==> src/rtl/hdmi_timing_ctrl.sv <==
// hdmi_timing_ctrl: raster sequencer for the HDMI colorbar path.
// It walks a horizontal/vertical counter pair over the full frame and decodes
// sync and active-video from the counter position. Sync/DE/frame_start/busy are
// registered, one cycle behind the counters. pix_req/pix_x/pix_y are
// combinational, so the pixel generator sees its request one cycle before DE.
// Run/stop requests take effect only on frame boundaries, so a frame is never
// cut short except by reset.
module hdmi_timing_ctrl #(
    parameter int   H_SYNC  = 96,
    parameter int   H_BACK  = 48,
    parameter int   H_DISP  = 640,
    parameter int   H_FRONT = 16,
    parameter int   V_SYNC  = 2,
    parameter int   V_BACK  = 33,
    parameter int   V_DISP  = 480,
    parameter int   V_FRONT = 10,
    parameter logic HS_POL  = 1'b1,
    parameter logic VS_POL  = 1'b1,
    parameter int   CNT_W   = 12
) (
    input  logic             sys_clk,
    input  logic             sys_rst_n,
    input  logic             en,
    output logic             pix_req,
    output logic [CNT_W-1:0] pix_x,
    output logic [CNT_W-1:0] pix_y,
    output logic             video_hs,
    output logic             video_vs,
    output logic             video_de,
    output logic             frame_start,
    output logic             busy,
    output logic [15:0]      frame_cnt
);

    localparam int H_TOTAL = H_SYNC + H_BACK + H_DISP + H_FRONT;
    localparam int V_TOTAL = V_SYNC + V_BACK + V_DISP + V_FRONT;
    localparam int H_START = H_SYNC + H_BACK;
    localparam int V_START = V_SYNC + V_BACK;

    localparam logic [CNT_W-1:0] H_LAST_C  = CNT_W'(H_TOTAL - 1);
    localparam logic [CNT_W-1:0] V_LAST_C  = CNT_W'(V_TOTAL - 1);
    localparam logic [CNT_W-1:0] H_SYNC_C  = CNT_W'(H_SYNC);
    localparam logic [CNT_W-1:0] V_SYNC_C  = CNT_W'(V_SYNC);
    localparam logic [CNT_W-1:0] H_START_C = CNT_W'(H_START);
    localparam logic [CNT_W-1:0] V_START_C = CNT_W'(V_START);
    localparam logic [CNT_W-1:0] H_END_C   = CNT_W'(H_START + H_DISP);
    localparam logic [CNT_W-1:0] V_END_C   = CNT_W'(V_START + V_DISP);
    localparam logic [CNT_W-1:0] CNT_ZERO  = {CNT_W{1'b0}};
    localparam logic [CNT_W-1:0] CNT_ONE   = {{(CNT_W-1){1'b0}}, 1'b1};

    typedef enum logic [1:0] {
        ST_IDLE = 2'd0,
        ST_RUN  = 2'd1,
        ST_STOP = 2'd2
    } state_t;

    state_t           state_q, state_d;
    logic [CNT_W-1:0] h_cnt_q, h_cnt_d;
    logic [CNT_W-1:0] v_cnt_q, v_cnt_d;

    logic             video_hs_q;
    logic             video_vs_q;
    logic             video_de_q;
    logic             frame_start_q;
    logic             busy_q;
    logic [15:0]      frame_cnt_q;

    logic             running_s;
    logic             h_last_s;
    logic             at_last_s;
    logic [CNT_W-1:0] h_adv_s;
    logic [CNT_W-1:0] v_adv_s;
    logic             hs_a_s;
    logic             vs_a_s;
    logic             act_s;

    // Position decode: wrap points, advanced counter values, sync and active flags.
    always_comb begin
        running_s = (state_q != ST_IDLE);
        h_last_s  = (h_cnt_q == H_LAST_C);
        at_last_s = h_last_s && (v_cnt_q == V_LAST_C);
        if (h_last_s) begin
            h_adv_s = CNT_ZERO;
            if (v_cnt_q == V_LAST_C) begin
                v_adv_s = CNT_ZERO;
            end else begin
                v_adv_s = v_cnt_q + CNT_ONE;
            end
        end else begin
            h_adv_s = h_cnt_q + CNT_ONE;
            v_adv_s = v_cnt_q;
        end
        hs_a_s = running_s && (h_cnt_q < H_SYNC_C);
        vs_a_s = running_s && (v_cnt_q < V_SYNC_C);
        act_s  = running_s &&
                 (h_cnt_q >= H_START_C) && (h_cnt_q < H_END_C) &&
                 (v_cnt_q >= V_START_C) && (v_cnt_q < V_END_C);
    end

    // Next state and next counter values; stop requests only land on the last position.
    always_comb begin
        state_d = state_q;
        h_cnt_d = h_cnt_q;
        v_cnt_d = v_cnt_q;
        case (state_q)
            ST_IDLE: begin
                h_cnt_d = CNT_ZERO;
                v_cnt_d = CNT_ZERO;
                if (en) begin
                    state_d = ST_RUN;
                end else begin
                    state_d = ST_IDLE;
                end
            end
            ST_RUN: begin
                h_cnt_d = h_adv_s;
                v_cnt_d = v_adv_s;
                // A stop seen on the final position ends the frame right here
                // rather than committing to a whole extra frame in STOP.
                if (en) begin
                    state_d = ST_RUN;
                end else if (at_last_s) begin
                    state_d = ST_IDLE;
                end else begin
                    state_d = ST_STOP;
                end
            end
            ST_STOP: begin
                h_cnt_d = h_adv_s;
                v_cnt_d = v_adv_s;
                if (en) begin
                    state_d = ST_RUN;
                end else if (at_last_s) begin
                    state_d = ST_IDLE;
                end else begin
                    state_d = ST_STOP;
                end
            end
            default: begin
                state_d = ST_IDLE;
                h_cnt_d = CNT_ZERO;
                v_cnt_d = CNT_ZERO;
            end
        endcase
    end

    // State and raster counter registers with synchronous active-low reset.
    always_ff @(posedge sys_clk) begin
        if (!sys_rst_n) begin
            state_q <= ST_IDLE;
            h_cnt_q <= CNT_ZERO;
            v_cnt_q <= CNT_ZERO;
        end else begin
            state_q <= state_d;
            h_cnt_q <= h_cnt_d;
            v_cnt_q <= v_cnt_d;
        end
    end

    // Registered video outputs, one cycle behind the counter position.
    always_ff @(posedge sys_clk) begin
        if (!sys_rst_n) begin
            video_hs_q    <= ~HS_POL;
            video_vs_q    <= ~VS_POL;
            video_de_q    <= 1'b0;
            frame_start_q <= 1'b0;
            busy_q        <= 1'b0;
            frame_cnt_q   <= 16'h0000;
        end else begin
            video_hs_q    <= hs_a_s ? HS_POL : ~HS_POL;
            video_vs_q    <= vs_a_s ? VS_POL : ~VS_POL;
            video_de_q    <= act_s;
            frame_start_q <= running_s && (h_cnt_q == CNT_ZERO) && (v_cnt_q == CNT_ZERO);
            busy_q        <= running_s;
            if (running_s && at_last_s) begin
                frame_cnt_q <= frame_cnt_q + 16'h0001;
            end else begin
                frame_cnt_q <= frame_cnt_q;
            end
        end
    end

    // Pixel request leads video_de by one cycle; coordinates are zero outside active video.
    always_comb begin
        pix_req = act_s;
        if (act_s) begin
            pix_x = h_cnt_q - H_START_C;
            pix_y = v_cnt_q - V_START_C;
        end else begin
            pix_x = CNT_ZERO;
            pix_y = CNT_ZERO;
        end
    end

    assign video_hs    = video_hs_q;
    assign video_vs    = video_vs_q;
    assign video_de    = video_de_q;
    assign frame_start = frame_start_q;
    assign busy        = busy_q;
    assign frame_cnt   = frame_cnt_q;

endmodule

==> config.mk <==
export PLATFORM = sky130hd
export DESIGN_NAME = hdmi_timing_ctrl
export DESIGN_NICKNAME = d
export VERILOG_FILES = /design/src/rtl/hdmi_timing_ctrl.sv
export SDC_FILE = /design/constraint.sdc
export NUM_CORES = 1
export LEC_CHECK = 0
export CORE_MARGIN = 2
export CORE_UTILIZATION = 45
export DETAILED_ROUTE_END_ITERATION = 12
export PLACE_DENSITY_LB_ADDON = 0.12
export SETUP_SLACK_MARGIN = 0.15
export SLEW_MARGIN = 20
export SYNTH_ARGS = -nofsm -noshare
export SYNTH_HDL_FRONTEND = slang
export SYNTH_SLANG_ARGS = --single-unit
==> constraint.sdc <==
create_clock -name sys_clk -period 3.14 [get_ports sys_clk]
set_input_delay 0.471 -clock sys_clk [delete_from_list [all_inputs] [get_ports sys_clk]]
set_output_delay 0.471 -clock sys_clk [all_outputs]
set_load 0.005 [all_outputs]
==> impl_results.md <==
* Layout cells sized above 1 at roughly 19%
* # diodes at 0
* Clock network power share at between 30% and 40%
* Most frequent CP cell: buf_4
* GR Util All Layers at 21.5%
* Crit path kind: reg2out
* CTS tree: yes
* First-pass GRT wire length at between 10 and 15 mm
* Max-Cap Viols at 0
* CTS Hold Buffers Added at 0
* Area Growth Syn to Fin at 31.7%
* CP max stage delay at approximately 0.37 ns
* WP data required at about 2.7 ns
* Post-DRT Antenna Nets at 0
* Crit start category: flop
* Total clock buffers created by CTS at 5
* Yosys warns at 0
* Wire length per cell at approximately 14 um
* Top post-synthesis cells by area: dfxtp_1 (35%), xnor2_1 (7.7%), xor2_1 (6.1%)
* CTS Buffer Depth at 2
* Initial antenna violation count at 0
* P per Cell Area at 284 nW/um^2
* Largest net degree at the start of global routing at 25
* Comb pwr share at about 4.5%
* Vias at between 2000 and 3000
* Final Hold Vio Count at 0
* Cell count after synthesis at roughly 340
* Switch share at about 22%
* Worst path slowest cell: or3b_4
* Synth Area per Inst at approximately 8.0 sq um
* Hold slack final at between 0.4 and 0.5 ns
* Fin area at between 3000 and 4000 sq um
* Clk slew on worst S/H paths at about 0.090 ns
* Crit Reg-Reg Startpoint: h_cnt_q[7]$_SDFF_PP0_
* Maximum vdd ir drop at 0.000159 V
* Seq/Total Area, Yosys at around 35%
* Top cell type's share of synthesized area at between 30% and 40%
* FILL cells at 540
* Worst Hold Depth at 2
* Worst setup path startpoint: h_cnt_q[5]$_SDFF_PP0_
* Vias/cell at 5.30
* CORE AREA at ~5900 sq um
* Die extent in x at about 82 um
* Worst-Margin Slew at 0.634 ns
* Post-layout util at approximately three fifths
* Sequential cell area at about 940 sq um
* Total grt overflow at 0
* DRC at 0
* Worst skew pair latency at around 0.3 ns
* Synth async-reset ratio at 0%
* Synth Flop Type: dfxtp_1
* Clk_skew at approximately 0.0095 ns
* # nets final at roughly 420
* Flop pwr share at 59.3%
* Cell Chain, Critical Path: inv_2 > ha_4 > or3b_4 > a311oi_2 > o2111ai_2 > or2_4 > buf_4 > buf_4 > nor2_4 > buf_2
* P_int at 0.000794 W
* Clk root buf: clkbuf_8
* Commonest cells in the netlist: dfxtp_1 (47), nor2_1 (43), xnor2_1 (24), nand2_1 (21), nand3_1 (20)
* Final setup violation count at 0
* Number of synthesized flops with an enable pin at 0
* Max Transition Viols Final at 0
* Instance count on the critical path at 10
* CP bufs+invs at 4
* Initial Util at between 40 and 50%
* Minimum clock period at slightly below 3 ns
* Hpwl dp at 4.91 mm
* DRT Pass-1 Iters at 4
* Status: complete, no violations
* Area of the multi-input gates at about 1700 sq um
* #FFs+latches synth at 47
* Number of port buffers at 47
* Drt total wl at around 6.8 mm
* Clock Sink Count at 47
* Fin crit share at a little over 90%
* Achievable Freq at ~340 MHz
* Die Area at 6680 sq um
* FP Rows at 28
* Area after DPL at between 3000 and 4000 sq um
* Vias in the first global route at approximately 2200
* Hold wc startpoint: frame_cnt[15]$_SDFFE_PN0P_
* Delay-heaviest family, CP: simple AND/OR/NAND/NOR gates
* Worst-case reg-to-reg path depth at 6
* Leakage at between 1 and 1.5 nW
* Rel. slew slack at 56.6%
* Top-count cell post-synth: dfxtp_1
* Hold EP: frame_cnt[15]$_SDFFE_PN0P_
* RR Endpoint: frame_cnt[2]$_SDFFE_PN0P_
* Ports at about 50
* Net Count, Synth at approximately 350
* HP Class: reg2reg
* Routability congestion estimate at between 0.8 and 0.9
* Htree depth at 2
* R2r setup slk at roughly 0.70 ns
* RSZ-0062 raised after global routing: true
* Cell taking the most area after synthesis: dfxtp_1
* CP endpoint kind: output port
* Critical Path AT at 2.45 ns
* Area of the mapped netlist at about 2700 sq um
* Post-synthesis cell type count at between 40 and 50
* Die height at a little over 80 um
* Net switching power at roughly 0.00022 W
* Drt initial violations at between 100 and 150
* Peak fanout along the critical path at 5
[tightest hold or removal path: cells and delay by family (launching register included)]
kind | cells | cell delay [ns]
simple gates | 1 | 0.06
mux | 1 | 0.05
flops | 1 | 0.33
[repair_timing]
action                     4_1_cts  5_1_grt
setup endpoints to repair       24       18
buffers inserted                 5        3
pin swaps                        3        3
gates resized for setup         51       24
[registers in the layout, indices dropped and copies added (netlist names)]
signal,cells
busy,1
frame_cnt,16
frame_start,1
h_cnt_q,12
state_q,2
v_cnt_q,12
video_de,1
video_hs,1
video_vs,1
[cell usage in the layout (no fill, tap or decap), drive strengths merged, types with 3 or more instances in the layout]
cell and instances:
nor2b 7, and2 15, dfxtp 47, nand4 10, nor2 43, nand3 20, clkbuf 9, clkdlybuf4s15 5
ha 11, inv 15, and4 4, nor4 14, nor3b 3, nand2 21, and3 6, dlygate4sd2 10
xnor2 24, a21oi 5, o21ai 3, xor2 19, nor3 19, or4 5, buf 43, clkdlybuf4s50 23
[cells by family (layout without fill, tap and decap cells)]
family                     count (synthesis)  count (layout)  synth area share (%)
xor gates and xnor gates                  43              43                  13.8
muxes                                      2               2                 0.736
and+or+nand+nor                          177             177                  34.7
AOI/OAI and AO/OA                         17              17                  4.42
buffers and inverters                     40             107                  6.49
other                                      1               1                 0.138
adders and majority gates                 11              11                  5.06
DFF                                       47              47                  34.6
[layout make-up]
| type | count | area share, % |
|---|---|---|
| sequential | 47 | 26.4 |
| tap | 75 | 2.62 |
| multi-input combinational | 251 | 47.1 |
| clock buffer | 6 | 2.30 |
| timing repair buffer | 85 | 19.9 |
| inverter | 15 | 1.57 |
| clock inverter | 1 | 0.140 |
[worst max path at each step]
stage	endpoint	slack, ns
finish	pix_x[10]	0.22
global route	pix_x[10]	0.12
CTS	pix_req	-0.02
detailed placement	pix_x[11]	0.08
global placement	pix_y[9]	0.11
floorplan	pix_x[10]	0.40
[power groups by stage]
stage          registers, W  clock network (W)  logic (W)
6_report           0.000603           0.000370  0.0000454
5_1_grt            0.000604           0.000409  0.0000506
4_1_cts            0.000603           0.000381  0.0000445
3_5_place_dp       0.000618                  0  0.0000444
3_3_place_gp       0.000617                  0  0.0000447
2_1_floorplan      0.000618                  0  0.0000226
[per-layer routing]
| metal | track usage, % | routed length (um) |
|---|---|---|
| met5 | 0 | 0 |
| met4 | 5.83 | 65 |
| met3 | 3.85 | 292 |
| met2 | 34.4 | 3120 |
| met1 | 29.6 | 3330 |
[stage by stage]
step                      setup WS [ns]  total power [W]  TNS, ns  instances
final                             0.216          0.00102        0        480
after global routing              0.116          0.00106        0        480
after CTS                       -0.0190          0.00103  -0.0190        477
after floorplan                   0.397         0.000641        0        338
after global placement            0.113         0.000662        0        465
after detailed placement         0.0833         0.000662        0        465
Power figures use the tool's default switching activity.
